$ cat config.mk
export PLATFORM = sky130hd
export DESIGN_NAME = control_v2_flat
export DESIGN_NICKNAME = d
export VERILOG_FILES = /design/src/rtl/control_v2_if.sv /design/src/rtl/control_v2.sv /design/src/flat_wrapper.sv
export SDC_FILE = /design/constraint.sdc
export NUM_CORES = 1
export LEC_CHECK = 0
export CAP_MARGIN = 20
export CORE_MARGIN = 5
export CORE_UTILIZATION = 40
export DETAILED_ROUTE_END_ITERATION = 6
export HOLD_SLACK_MARGIN = 0.12
export PLACE_DENSITY_LB_ADDON = 0.05
export SETUP_SLACK_MARGIN = 0.5
export SYNTH_ARGS = -nofsm -noshare
export SYNTH_HDL_FRONTEND = slang
export SYNTH_SLANG_ARGS = --single-unit
$ cat constraint.sdc
create_clock -name clk -period 4.37 [get_ports clk]
set_clock_uncertainty 0.15 [all_clocks]
set_input_delay 1.311 -clock clk [delete_from_list [all_inputs] [get_ports clk]]
set_output_delay 1.311 -clock clk [all_outputs]
set_load 0.02 [all_outputs]
$ cat src/rtl/control_v2_if.sv
// Control-unit bus: decode-side instruction inputs and PC/regfile-side strobes.
//   master : drives instr_valid, contl, target, pc_ret, zero_flag, carry_flag, err_clr
//   slave  : drives jump1, ret1, push1, wen1, jump_addr, squashing, stk_ovf, stk_unf
interface control_v2_if #(
  parameter int unsigned ADDR_W = 8
);
  logic              instr_valid;
  logic [3:0]        contl;
  logic [ADDR_W-1:0] target;
  logic [ADDR_W-1:0] pc_ret;
  logic              zero_flag;
  logic              carry_flag;
  logic              err_clr;
  logic              jump1;
  logic              ret1;
  logic              push1;
  logic              wen1;
  logic [ADDR_W-1:0] jump_addr;
  logic              squashing;
  logic              stk_ovf;
  logic              stk_unf;

  modport master (
    output instr_valid, contl, target, pc_ret, zero_flag, carry_flag, err_clr,
    input  jump1, ret1, push1, wen1, jump_addr, squashing, stk_ovf, stk_unf
  );

  modport slave (
    input  instr_valid, contl, target, pc_ret, zero_flag, carry_flag, err_clr,
    output jump1, ret1, push1, wen1, jump_addr, squashing, stk_ovf, stk_unf
  );
endinterface

$ cat src/rtl/control_v2.sv
// Second-generation pipeline control unit: decodes the 4-bit control field into
// registered jump/return/push/write strobes, evaluates zero/carry conditions,
// keeps a saturating return-address stack and squashes the branch shadow.
// Ports:
//   clk, rst_n : clock (rising edge), asynchronous active-low reset
//   bus        : control_v2_if.slave (instruction inputs, strobes, error flags)
module control_v2 #(
  parameter int unsigned ADDR_W       = 8,
  parameter int unsigned STACK_DEPTH  = 4,
  parameter int unsigned SQUASH_SLOTS = 1
) (
  input  logic         clk,
  input  logic         rst_n,
  control_v2_if.slave  bus
);

  localparam int unsigned PTR_W = $clog2(STACK_DEPTH) + 1;
  localparam int unsigned IDX_W = (STACK_DEPTH > 1) ? $clog2(STACK_DEPTH) : 1;
  localparam int unsigned CNT_W = (SQUASH_SLOTS > 0) ? $clog2(SQUASH_SLOTS + 1) : 1;

  typedef enum logic [2:0] {
    OP_NOP  = 3'd0,
    OP_RET  = 3'd1,
    OP_JMP  = 3'd2,
    OP_CALL = 3'd3,
    OP_JZ   = 3'd4,
    OP_JNZ  = 3'd5,
    OP_JC   = 3'd6,
    OP_JNC  = 3'd7
  } op_e;

  logic              r_jump1;
  logic              r_ret1;
  logic              r_push1;
  logic              r_wen1;
  logic [ADDR_W-1:0] r_jump_addr;
  logic              r_stk_ovf;
  logic              r_stk_unf;
  logic [PTR_W-1:0]  r_sp;
  logic [CNT_W-1:0]  r_cnt;
  logic [ADDR_W-1:0] r_stack [STACK_DEPTH];

  logic              w_jump;
  logic              w_ret;
  logic              w_push;
  logic              w_wen;
  logic [ADDR_W-1:0] w_addr;
  logic [PTR_W-1:0]  w_sp;
  logic [CNT_W-1:0]  w_cnt;
  logic              w_ovf_set;
  logic              w_unf_set;
  logic              w_empty;
  logic              w_full;
  logic [IDX_W-1:0]  w_wr_idx;
  logic [IDX_W-1:0]  w_rd_idx;
  logic [ADDR_W-1:0] w_top;

  assign w_empty  = (r_sp == '0);
  assign w_full   = (r_sp == PTR_W'(STACK_DEPTH));
  assign w_wr_idx = IDX_W'(r_sp);
  assign w_rd_idx = IDX_W'(r_sp - PTR_W'(1));
  assign w_top    = r_stack[w_rd_idx];

  // Next-state decode of the effective instruction
  always_comb begin
    w_jump    = 1'b0;
    w_ret     = 1'b0;
    w_push    = 1'b0;
    w_wen     = 1'b0;
    w_addr    = r_jump_addr;
    w_sp      = r_sp;
    w_cnt     = r_cnt;
    w_ovf_set = 1'b0;
    w_unf_set = 1'b0;

    if (bus.instr_valid && (r_cnt != '0)) begin
      // Branch shadow: drop the instruction, consume one slot
      w_cnt = r_cnt - CNT_W'(1);
    end else if (bus.instr_valid) begin
      if (bus.contl[3]) begin
        w_wen = 1'b1;
      end else begin
        unique case (op_e'(bus.contl[2:0]))
          OP_NOP: ;
          OP_RET: begin
            if (!w_empty) begin
              w_jump = 1'b1;
              w_ret  = 1'b1;
              w_addr = w_top;
              w_sp   = r_sp - PTR_W'(1);
            end else begin
              w_unf_set = 1'b1;
            end
          end
          OP_JMP: begin
            w_jump = 1'b1;
            w_addr = bus.target;
          end
          OP_CALL: begin
            w_jump = 1'b1;
            w_addr = bus.target;
            if (!w_full) begin
              w_push = 1'b1;
              w_sp   = r_sp + PTR_W'(1);
            end else begin
              w_ovf_set = 1'b1;
            end
          end
          OP_JZ: begin
            w_jump = bus.zero_flag;
            if (bus.zero_flag) w_addr = bus.target;
          end
          OP_JNZ: begin
            w_jump = !bus.zero_flag;
            if (!bus.zero_flag) w_addr = bus.target;
          end
          OP_JC: begin
            w_jump = bus.carry_flag;
            if (bus.carry_flag) w_addr = bus.target;
          end
          OP_JNC: begin
            w_jump = !bus.carry_flag;
            if (!bus.carry_flag) w_addr = bus.target;
          end
          default: ;
        endcase
      end
      if (w_jump) w_cnt = CNT_W'(SQUASH_SLOTS);
    end
  end

  // Registered strobes, pointer, squash counter and sticky flags
  always_ff @(posedge clk or negedge rst_n) begin
    if (!rst_n) begin
      r_jump1     <= 1'b0;
      r_ret1      <= 1'b0;
      r_push1     <= 1'b0;
      r_wen1      <= 1'b0;
      r_jump_addr <= '0;
      r_stk_ovf   <= 1'b0;
      r_stk_unf   <= 1'b0;
      r_sp        <= '0;
      r_cnt       <= '0;
    end else begin
      r_jump1     <= w_jump;
      r_ret1      <= w_ret;
      r_push1     <= w_push;
      r_wen1      <= w_wen;
      r_jump_addr <= w_addr;
      // A new error in the clearing cycle keeps the flag set
      r_stk_ovf   <= w_ovf_set | (r_stk_ovf & ~bus.err_clr);
      r_stk_unf   <= w_unf_set | (r_stk_unf & ~bus.err_clr);
      r_sp        <= w_sp;
      r_cnt       <= w_cnt;
    end
  end

  // Stack storage is deliberately left out of reset
  always_ff @(posedge clk) begin
    if (w_push) r_stack[w_wr_idx] <= bus.pc_ret;
  end

  assign bus.jump1     = r_jump1;
  assign bus.ret1      = r_ret1;
  assign bus.push1     = r_push1;
  assign bus.wen1      = r_wen1;
  assign bus.jump_addr = r_jump_addr;
  assign bus.squashing = (r_cnt != '0);
  assign bus.stk_ovf   = r_stk_ovf;
  assign bus.stk_unf   = r_stk_unf;

endmodule
$ cat src/flat_wrapper.sv
// flat-port wrapper written by rule: the top's interface ports become plain ports
module control_v2_flat 
#(
  parameter int unsigned ADDR_W       = 8,
  parameter int unsigned STACK_DEPTH  = 4,
  parameter int unsigned SQUASH_SLOTS = 1
)
  (clk, rst_n, bus_instr_valid, bus_contl, bus_target, bus_pc_ret, bus_zero_flag, bus_carry_flag, bus_err_clr, bus_jump1, bus_ret1, bus_push1, bus_wen1, bus_jump_addr, bus_squashing, bus_stk_ovf, bus_stk_unf);
  control_v2_if #(.ADDR_W(ADDR_W)) bus_i ();
  input  logic clk;
  input  logic rst_n;
  input wire logic [$bits(bus_i.instr_valid)-1:0] bus_instr_valid;
  input wire logic [$bits(bus_i.contl)-1:0] bus_contl;
  input wire logic [$bits(bus_i.target)-1:0] bus_target;
  input wire logic [$bits(bus_i.pc_ret)-1:0] bus_pc_ret;
  input wire logic [$bits(bus_i.zero_flag)-1:0] bus_zero_flag;
  input wire logic [$bits(bus_i.carry_flag)-1:0] bus_carry_flag;
  input wire logic [$bits(bus_i.err_clr)-1:0] bus_err_clr;
  output wire logic [$bits(bus_i.jump1)-1:0] bus_jump1;
  output wire logic [$bits(bus_i.ret1)-1:0] bus_ret1;
  output wire logic [$bits(bus_i.push1)-1:0] bus_push1;
  output wire logic [$bits(bus_i.wen1)-1:0] bus_wen1;
  output wire logic [$bits(bus_i.jump_addr)-1:0] bus_jump_addr;
  output wire logic [$bits(bus_i.squashing)-1:0] bus_squashing;
  output wire logic [$bits(bus_i.stk_ovf)-1:0] bus_stk_ovf;
  output wire logic [$bits(bus_i.stk_unf)-1:0] bus_stk_unf;
  assign bus_i.instr_valid = bus_instr_valid;
  assign bus_i.contl = bus_contl;
  assign bus_i.target = bus_target;
  assign bus_i.pc_ret = bus_pc_ret;
  assign bus_i.zero_flag = bus_zero_flag;
  assign bus_i.carry_flag = bus_carry_flag;
  assign bus_i.err_clr = bus_err_clr;
  assign bus_jump1 = bus_i.jump1;
  assign bus_ret1 = bus_i.ret1;
  assign bus_push1 = bus_i.push1;
  assign bus_wen1 = bus_i.wen1;
  assign bus_jump_addr = bus_i.jump_addr;
  assign bus_squashing = bus_i.squashing;
  assign bus_stk_ovf = bus_i.stk_ovf;
  assign bus_stk_unf = bus_i.stk_unf;
  control_v2 #(.ADDR_W(ADDR_W), .STACK_DEPTH(STACK_DEPTH), .SQUASH_SLOTS(SQUASH_SLOTS)) u_core (.clk(clk), .rst_n(rst_n), .bus(bus_i));
endmodule
Word-level counts from Yosys, hierarchy flattened:

Memory sizes are Yosys's and may differ from the RTL's.
Cells that the tools add are included.

* bits in registers: 18
* RAM bits: 32
* logic and storage cells: 89
* memories: 1

Memory list
* u_core.r_stack: depth 4, width 8, rd ports 1, clocked after Yosys merged registers in 0, wr ports 1, RTL line control_v2.sv:41 `logic [ADDR_W-1:0] r_stack [STACK_DEPTH];`

* add/sub/neg operators: 3
* eq/ne operators: 14
* multiplexer cells: 43
* bitwise logic cells: 7
* reductions and logical operators: 12

Operators with widths (number)
* case mux 8 bit (6 select lines): 1
* 2-to-1 mux 8 bit: 5
* 2-to-1 mux 1 bit: 33
* equality test 3 bit (second input constant): 5
* != test 2 bit (second input constant): 6
* AND reduction 9 bit: 1
* equality test 3 x 2 -> 1 bit (second input constant): 2
* 2-to-1 mux 3 bit: 2
* case mux 1 bit (6 select lines): 1
* case mux 3 bit (2 select lines): 1
* AND reduction 6 bit: 1
* nonzero test 2 bit: 3
* nonzero test 6 bit: 1
* adder 3 x 1 -> 3 bit (second input constant): 1
* equality test 3 x 1 -> 1 bit (second input constant): 1
* zero test 3 bit: 1
* inverter 1 bit: 3
* subtractor 3 x 1 -> 3 bit (second input constant): 1
* bitwise AND 1 bit: 2
* zero test 1 bit: 2
* bitwise OR 1 bit: 2
* AND reduction 2 bit: 1
* OR reduction 2 bit: 1
* logical AND 1 bit: 1
* subtractor 1 bit (second input constant): 1

Longest topological paths before layout:

Gate-level depths: netlist (run 1).

* word-level depth: 9
* depth in mapped cells: 8

Worst setup path before layout (run 1):

Ideal clock, no wire load.

* kind: input-to-reg
* from: input bus_contl[3]
* to: register u_core.r_jump_addr[0], in the netlist u_core.bus.jump_addr[0]
* setup time: 0.125 ns
* arrival: 2.568 ns
* data required time: 4.095 ns
* path slack: 1.528 ns
* cell stages on the path: 3
* buffers on the path: 0
* path through: or3b_2 a211oi_4 mux2_2

* word-level cells in the longest chain between the ends: 2

RTL lines
* start, declared: RTL line flat_wrapper.sv:13 `input wire logic [$bits(bus_i.contl)-1:0] bus_contl;`
* inverter 1 bit (no source line)
* AND reduction 9 bit (no source line)
* end signal, assigned: RTL line control_v2.sv:149 `r_jump_addr <= w_addr;`
* end, declared: RTL line control_v2.sv:36 `logic [ADDR_W-1:0] r_jump_addr;`

No other way between the ends.
A chain may end at the register's enable or synchronous reset.

Worst setup path in the final report (run 1):

* from: input bus_contl[2]
* to: register u_core.r_jump_addr[5], in the netlist u_core.bus.jump_addr[5]

* word-level cells in the longest chain between the ends: 4
* elaborated cells between the ends (all ways): 16
* those cells by class: eq/ne: 12; mux: 1; reduce/logical: 3

RTL lines
* equality test 3 x 2 -> 1 bit: RTL line control_v2.sv:83 `unique case (op_e'(bus.contl[2:0]))`
* OR reduction 2 bit (no source line)
* nonzero test 6 bit (no source line)
* AND reduction 9 bit (no source line)

Parallel ways exist; a longest one is shown, timed or not.

==> impl_metrics.tcl, run 1 <==
set metrics [dict create \
    status "completed" \
    cts_sinks 50 \
    relSlewSlack_pct 37.9 \
    post_drt_wl_per_cell_um 17.1 \
    vdd_drop_max_v 0.000271 \
    clock_path_buffers 2 \
    rsz0062_at_grt "no" \
    initial_core_util_pct 41.5 \
    hp-start "u_core.bus.squashing" \
    worst_ep_required_time_ns 4.41 \
    ys_types 29 \
    max_freq_ghz 0.289 \
    syn_inst 138 \
    core_um2 5170 \
    grt_use_total_pct 13.4 \
    tightest_slew_ns 0.928 \
    setup_viol 0 \
    drcViolationCount 0 \
    dieWidth_um 83.2 \
    ys_seq_elements 50 \
    cts_resized 0 \
    multi_input_area_um2 691 \
    drt_iter0_markers 44 \
    numPortBuffers 40 \
    num_antenna_cells 0 \
    syn_avg_cell_area_um2 15.5 \
    cts_tree "yes" \
    finalNetCount 215 \
    drive_above_1_share_pct 17.3 \
    cp-end-kind "flop" \
    ctsHoldBuffers 0 \
    crit_start "bus_contl[2]" \
    cts_made_buffers 5 \
    vias_per_cell 4.94 \
    p_leak_uw 0.00100 \
    drt_pre_antenna_iters 4 \
    grt_pass1_wl_um 7250 \
    cp-start-kind "input pin" \
    cts_setup_buffers 0 \
    rows 26 \
    min_period_ns 3.46 \
    synthesis.nets 169 \
    wl_um 4350 \
    vias 1259 \
    max_stage_delay_ns 0.66 \
    fin_setup_tns_ns 0 \
    area.sequential_um2 1410 \
    critical_path.slowest_cell "clkdlybuf4s50_1" \
    htree_levels 2 \
    crit_arrival_ns 3.50 \
    slew_viol_final 0 \
    grt_overflow 0 \
    ys_warn_count 0 \
    globalplace.congestion 0.746 \
    grt_pass1_vias 1365 \
    ios 41 \
    grt_max_degree 19 \
    crit_type "in -> reg" \
    post-route-period-util_pct 79.2 \
    hold_class "reg -> reg" \
    clk_pin_slew_worst_paths_ns 0.09 \
    place_inst 247 \
    yosysSeqAreaShare_pct 65.8 \
    synth.cell_area_um2 2150 \
    clock_tree.root_cell "clkbuf_8" \
    antenna_found_initial 0 \
    die_area_um2 6930 \
    path_cells "clkdlybuf4s50_1 > or2_1 > a21oi_4 > a211oi_4 > mux2_2" \
    power_density_nw_per_um2 509 \
    drv_cap 0 \
    drtAntennaViolNets 0 \
    clkLatencyLatePin_ns 0.30 \
    dp_hpwl_um 3170 \
    fillCellCount 444 \
    reg2reg_from "u_core.r_sp[0]" \
    critPathMaxFanout 10 \
    hold_violations 0 \
    area_delta_synth_final_pct 27.3 \
    stdcell_count 255 \
    die_y_um 83.2 \
]
path summary, 6_finish.rpt:
check | depth (start not counted) | slack [ns] | endpoint
min in group asynchronous | 1 | 1.38 | u_core.bus.wen1
hold / removal | 1 | 0.35 | u_core.bus.wen1
setup reg to reg | 6 | 1.68 | u_core.bus.jump_addr[7]
setup / recovery | 5 | 0.91 | u_core.bus.jump_addr[5]
max in group asynchronous | 1 | 2.13 | u_core.bus.jump_addr[1]
hold reg to reg | 1 | 0.35 | u_core.bus.wen1
area by class of cell:
| class | instances | area share, % |
|---|---|---|
| clock buffers | 7 | 3.53 |
| clock inverters | 1 | 0.321 |
| inverters | 6 | 0.824 |
| multi-input cells | 79 | 25.3 |
| flip-flops and latches | 50 | 51.6 |
| well taps | 70 | 3.21 |
| repair buffers | 42 | 15.2 |
cells in the final DEF, fill, tap and decap left out, drive strengths merged, types with 2 or more instances in the layout:
master,n
edfxtp,32
xnor2,4
nor3b,2
dfrtp,18
mux2i,9
and2,3
ha,5
o21ai,9
a22oi,8
o22ai,2
clkdlybuf4s50,40
mux2,17
buf,2
clkbuf,7
a21oi,2
inv,6
nor2,2
nand2,4
nand2b,2
power by group:
group	switching (uW)	internal (uW)
sequential	38.7	557
combinational	244	256
clock	149	145
synthesized netlist by cell type:
master	instances	area [um2]
a211oi_4	1	20.0
a22oi_1	8	60.1
o22ai_1	2	12.5
nand2b_1	2	12.5
nand2_1	4	15.0
and2_1	3	18.8
mux2i_1	9	90.1
mux2_2	17	191
ha_1	5	62.6
xor2_1	1	8.76
a2111oi_4	1	27.5
dfrtp_1	18	450
nand3b_1	1	7.51
nor3b_1	2	15.0
buf_6	1	11.3
a21oi_4	1	16.3
inv_1	6	22.5
nand3_1	1	5.00
a21oi_1	1	5.00
o21ai_0	9	45.0
a21o_2	1	8.76
nor3_1	1	5.00
edfxtp_1	32	961
xnor2_1	4	35.0
buf_2	2	10.0
nor2b_1	1	6.26
nor2_1	2	7.51
or3b_2	1	8.76
or2_1	1	6.26
cells by family after synthesis:
| kind of cell | count (synthesis) | synth area share (%) |
|---|---|---|
| buf+inv | 9 | 2.04 |
| flops | 50 | 65.8 |
| xor+xnor | 5 | 2.04 |
| compound gates | 24 | 9.10 |
| simple gates | 19 | 5.01 |
| mux | 26 | 13.1 |
| fa+ha+maj | 5 | 2.92 |
worst max-delay path: cells and delay by family:
kind	cells	cell delay, ns
muxes	1	0.41
buffers and inverters	1	0.66
and+or+nand+nor	1	0.45
AOI/OAI and AO/OA	2	0.67
flip-flops by register name (all words and copies together), names as in the netlist:
signal                flops
u_core.bus.jump_addr      8
u_core.bus.wen1           1
u_core.bus.squashing      1
u_core.bus.ret1           1
u_core.bus.stk_ovf        1
u_core.bus.stk_unf        1
u_core.bus.push1          1
u_core.bus.jump1          1
u_core.r_stack           32
u_core.r_sp               3
stage by stage:
stage | utilization [%] | total power (uW) | hold WS [ns] | worst slack (ns) | cell area (um2)
2_1_floorplan | - | 939 | 0.363 | 1.53 | 2150
3_3_place_gp | 50.8 | 1110 | 0.332 | 0.612 | 2630
3_5_place_dp | 50.8 | 1110 | 0.342 | 0.555 | 2630
4_1_cts | 52.8 | 1410 | 0.355 | 0.881 | 2730
5_1_grt | 52.8 | 1470 | 0.387 | 0.821 | 2730
6_report | 52.8 | 1390 | 0.351 | 0.910 | 2730
routing by layer:
metal  wire length, um  share of wire [%]  global-route usage (%)  up-vias
li1                  -                  -                       -      609
met5                 0                  0                       0        -
met4                33               0.76                    3.12        0
met2              2100                 48                    21.2       35
met3               250                5.7                    4.26        5
met1              1970                 45                    17.9      610
Power figures use the tool's default switching activity.
==> run 2: changes to the inputs <==
==> constraint.sdc (replaced) <==
create_clock -name clk -period 3.4 [get_ports clk]
set_clock_uncertainty 0.15 [all_clocks]
set_input_delay 1.02 -clock clk [delete_from_list [all_inputs] [get_ports clk]]
set_output_delay 1.02 -clock clk [all_outputs]
set_load 0.02 [all_outputs]
==> impl_metrics.tcl, run 2 (synthesis results as in run 1) <==
set metrics [dict create \
    min_period_ns 2.85 \
    clock_path_buffers 2 \
    cp-start-kind "input pin" \
    grtUsageMet3_pct 3.07 \
    wl_um 4330 \
    hold_violations 0 \
    rsz0062_at_grt "no" \
    drtAntennaViolNets 0 \
    grt_max_degree 19 \
    status "completed" \
    crit_family "buffers and inverters" \
    ios 41 \
    critical_path.slowest_cell "clkdlybuf4s50_1" \
    critPathMaxFanout 7 \
    vias 1296 \
    finalNetCount 221 \
    worst_ep_required_time_ns 3.43 \
    clk_pin_slew_worst_paths_ns 0.09 \
    relSlewSlack_pct 54.6 \
    final_common_cell "clkdlybuf4s50_1" \
    grt_use_met2_pct 23.3 \
    drt_pre_antenna_iters 4 \
    p_leak_uw 0.00102 \
    initial_core_util_pct 41.5 \
    cp-end-kind "flop" \
    crit_arrival_ns 2.89 \
    vias_per_cell 4.97 \
    hold_class "reg -> reg" \
    post_drt_wl_per_cell_um 16.6 \
    grt_pass1_wl_um 6850 \
    final_cell_mix "clkdlybuf4s50_1 (40), edfxtp_1 (32), dfrtp_1 (18)" \
    htree_levels 2 \
    globalplace.congestion 0.710 \
    p_total_uw 1770 \
    multi_input_area_um2 704 \
    setup_viol 0 \
    grt_pass1_vias 1389 \
    grt.met1_usage_pct 15.0 \
    post-route-period-util_pct 84.0 \
    drive_above_1_share_pct 21.5 \
    dieWidth_um 83.2 \
    core_um2 5170 \
    clock_tree.root_cell "clkbuf_8" \
    drcViolationCount 0 \
    grt_use_total_pct 13.0 \
    top_register "u_core.r_stack" \
    power_density_nw_per_um2 637 \
    ctsHoldBuffers 0 \
    drt_iter0_markers 50 \
    slew_viol_final 0 \
    die_area_um2 6930 \
    clkLatencyLatePin_ns 0.29 \
    cts_sinks 50 \
    final_area_um2 2770 \
    dpl-instance-area_um2 2670 \
    antenna_found_initial 0 \
    path_cells "clkdlybuf4s50_1 > mux2i_1 > xnor2_1 > a211oi_4 > buf_4 > mux2_2" \
    num_antenna_cells 0 \
    max_stage_delay_ns 0.63 \
    area_delta_synth_final_pct 29.2 \
    grt-busiest-layer "met2" \
    drv_cap 0 \
    cts_tree "yes" \
    numPortBuffers 40 \
    crit_type "in -> reg" \
    die_y_um 83.2 \
    cts_made_buffers 5 \
    largest_reg_flops 32 \
    fillCellCount 427 \
    rows 26 \
    tightest_slew_ns 0.681 \
    path_buf_inv 2 \
    grt_overflow 0 \
    vdd_drop_max_v 0.000288 \
    max_freq_ghz 0.350 \
    dp_hpwl_um 3110 \
    area.sequential_um2 1410 \
]
run 2: final timing paths:
check / from / to / cells after the start / slack (ns)
setup / recovery: bus_contl[1] / u_core.bus.jump_addr[7] / 6 / 0.55
hold reg to reg: u_core.bus.squashing / u_core.bus.wen1 / 1 / 0.36
hold / removal: u_core.bus.squashing / u_core.bus.wen1 / 1 / 0.36
setup reg to reg: u_core.r_sp[0] / u_core.bus.jump_addr[0] / 6 / 0.84
min in group asynchronous: rst_n / u_core.r_sp[2] / 2 / 0.90
max in group asynchronous: rst_n / u_core.bus.jump_addr[3] / 2 / 2.00
run 2: layer usage:
| metal | part of all wire, % | vias to the layer above |
|---|---|---|
| met5 | 0 | - |
| met4 | 1.4 | 0 |
| met3 | 5.5 | 8 |
| met2 | 52 | 45 |
| met1 | 41 | 628 |
| li1 | - | 615 |
run 2: per-stage QoR:
| step | hold slack [ns] | TNS, ns | cells | setup WS (ns) | utilization (%) |
|---|---|---|---|---|---|
| floorplan | 0.363 | 0 | 138 | 0.849 | - |
| global placement | 0.335 | 0 | 252 | 0.0434 | 51.5 |
| detailed placement | 0.342 | -0.445 | 252 | -0.0355 | 51.5 |
| CTS | 0.361 | 0 | 260 | 0.463 | 53.2 |
| global route | 0.395 | 0 | 261 | 0.518 | 53.6 |
| finish | 0.361 | 0 | 261 | 0.545 | 53.6 |
run 2: power breakdown:
group | internal, uW | switching [uW]
Clock | 145 | 184
Combinational | 345 | 320
Sequential | 716 | 56.5
Total | 1210 | 561
run 2: cell type report:
type,instances,share of cell area [%]
inverter,6,0.812
sequential,50,50.9
multi-input combinational,79,25.4
tap,70,3.16
timing repair buffer,48,16.6
clock buffer,6,2.62
clock inverter,2,0.496
run 2: what timing repair did:
action                     4_1_cts  5_1_grt
buffers inserted                 0        1
resized for setup                2        4
cloned                           0        0
setup endpoints to repair       16       32
run 2: worst register-to-register path: stages, from the launching register on:
cell	delay, ns
dfrtp_1	0.45
inv_1	0.14
ha_1	0.76
mux2_2	0.41
a22oi_1	0.15
o21ai_0	0.12
mux2_2	0.28
==> run 3: changes to the inputs <==
==> constraint.sdc (replaced) <==
create_clock -name clk -period 2.4 [get_ports clk]
set_clock_uncertainty 0.15 [all_clocks]
set_input_delay 0.72 -clock clk [delete_from_list [all_inputs] [get_ports clk]]
set_output_delay 0.72 -clock clk [all_outputs]
set_load 0.02 [all_outputs]
==> impl_metrics.tcl, run 3 (synthesis results as in run 1) <==
set metrics [dict create \
    p_int_uw 2340 \
    fin_ws_ns 0.442 \
    ctsHoldBuffers 0 \
    swShare_pct 31.3 \
    cts_sinks 50 \
    drt_pre_antenna_iters 4 \
    cp-start-kind "input pin" \
    worst_ep_required_time_ns 2.44 \
    fillCellCount 399 \
    rows 26 \
    wl_um 5300 \
    path_cells "buf_6 > or3b_4 > a211oi_4 > buf_4 > buf_12 > mux2_4" \
    place_inst 263 \
    tightest_slew_ns 0.396 \
    grt_max_degree 19 \
    core_um2 5170 \
    dp_hpwl_um 3370 \
    clock_path_buffers 2 \
    slew_viol_final 0 \
    vdd_drop_max_v 0.000585 \
    grt_use_total_pct 15.9 \
    final_area_um2 3280 \
    htree_levels 2 \
    place_ws_ns -0.267 \
    hold_class "reg -> reg" \
    final_cell_mix "edfxtp_1 (32), buf_4 (31), clkdlybuf4s50_1 (18)" \
    num_antenna_cells 0 \
    p_clk_share_pct 17.2 \
    vias 1444 \
    stdcell_count 295 \
    status "completed" \
    largest_reg_flops 32 \
    die_y_um 83.2 \
    initial_core_util_pct 41.5 \
    r2r_cells 7 \
    holdWs_ns 0.389 \
    cts_tree "yes" \
    vias_per_cell 4.89 \
    drt_iter0_markers 26 \
    multi_input_area_um2 887 \
    min_period_ns 1.96 \
    top_register "u_core.r_stack" \
    finalNetCount 255 \
    clock_tree.root_cell "clkbuf_8" \
    crit_type "in -> reg" \
    dieWidth_um 83.2 \
    power_density_nw_per_um2 1040 \
    grt_overflow 0 \
    grt_pass1_vias 1602 \
    cp-end-kind "flop" \
    antenna_found_initial 0 \
    drive_above_1_share_pct 50.2 \
    power_switching_uw 1070 \
    drv_cap 0 \
    globalplace.congestion 0.810 \
    dpl-instance-area_um2 2800 \
    p_leak_uw 0.00135 \
    whs_path_depth 1 \
    final_common_cell "edfxtp_1" \
    numPortBuffers 40 \
    crit_arrival_ns 2.00 \
    die_area_um2 6930 \
    relSlewSlack_pct 73.6 \
    area.sequential_um2 1410 \
    cts_made_buffers 5 \
    pwr-share-comb_pct 50.5 \
    clkLatencyLatePin_ns 0.30 \
    ios 41 \
    setup_viol 0 \
    max_freq_ghz 0.511 \
    max_stage_delay_ns 0.41 \
    hold_violations 0 \
    post-route-period-util_pct 81.6 \
    post_drt_wl_per_cell_um 18.0 \
    clk_pin_slew_worst_paths_ns 0.09 \
    critPathMaxFanout 5 \
    pwr-share-seq_pct 32.2 \
    rsz0062_at_grt "yes" \
    drtAntennaViolNets 0 \
    area_delta_synth_final_pct 52.7 \
    drcViolationCount 0 \
    critical_path.slowest_cell "or3b_4" \
    grt_pass1_wl_um 8450 \
]
-- run 3: power groups by stage --
| stage | clock (uW) | sequential (uW) | combinational [uW] |
|---|---|---|---|
| 5_1_grt | 645 | 1100 | 1830 |
| 3_5_place_dp | 0 | 1110 | 1030 |
| 2_1_floorplan | 0 | 1170 | 571 |
| 3_3_place_gp | 0 | 1110 | 1010 |
| 6_report | 587 | 1100 | 1720 |
| 4_1_cts | 608 | 1090 | 1620 |
-- run 3: critical path, delay by kind of cell --
kind	cells	cell delay, ns
compound gates	1	0.20
simple gates	1	0.41
mux	1	0.30
buf+inv	3	0.37
-- run 3: final timing paths --
check | start | to | slack, ns
worst max-delay path | bus_contl[3] | u_core.bus.jump_addr[3] | 0.44
worst min-delay path | u_core.bus.jump_addr[6] | u_core.bus.jump_addr[6] | 0.39
worst max register to register | u_core.r_sp[1] | u_core.bus.jump_addr[3] | 0.46
worst min register to register | u_core.bus.jump_addr[6] | u_core.bus.jump_addr[6] | 0.39
max in group asynchronous | rst_n | u_core.r_sp[0] | 1.27
min in group asynchronous | rst_n | u_core.bus.jump_addr[0] | 0.60
-- run 3: what timing repair did --
action,CTS,global route
pin swaps,14,8
gates resized for setup,93,31
setup buffers,19,3
endpoints found under the setup margin,61,47
cloned,2,0
endpoints found under the hold margin,0,0
-- run 3: metal layers --
layer	GRT usage (%)	part of all wire, %
met5	0	0
met1	20.1	44
met4	4.90	1.2
met3	4.06	3.2
met2	26.8	52
-- run 3: metrics by stage --
| stage | setup TNS [ns] | util [%] | total power (uW) |
|---|---|---|---|
| 2_1_floorplan | 0 | - | 1740 |
| 6_report | 0 | 63.4 | 3400 |
| 3_5_place_dp | -9.84 | 54.2 | 2140 |
| 4_1_cts | 0 | 62.2 | 3320 |
| 5_1_grt | 0 | 63.4 | 3580 |
| 3_3_place_gp | -9.75 | 54.2 | 2120 |
-- run 3: layout make-up --
cell class | count | share of cell area, %
repair buffers | 82 | 23.0
flip-flops and latches | 50 | 43.1
multi-input cells | 79 | 27.1
clock inverters | 3 | 1.30
inverters | 6 | 0.764
well taps | 70 | 2.67
clock buffers | 5 | 2.10
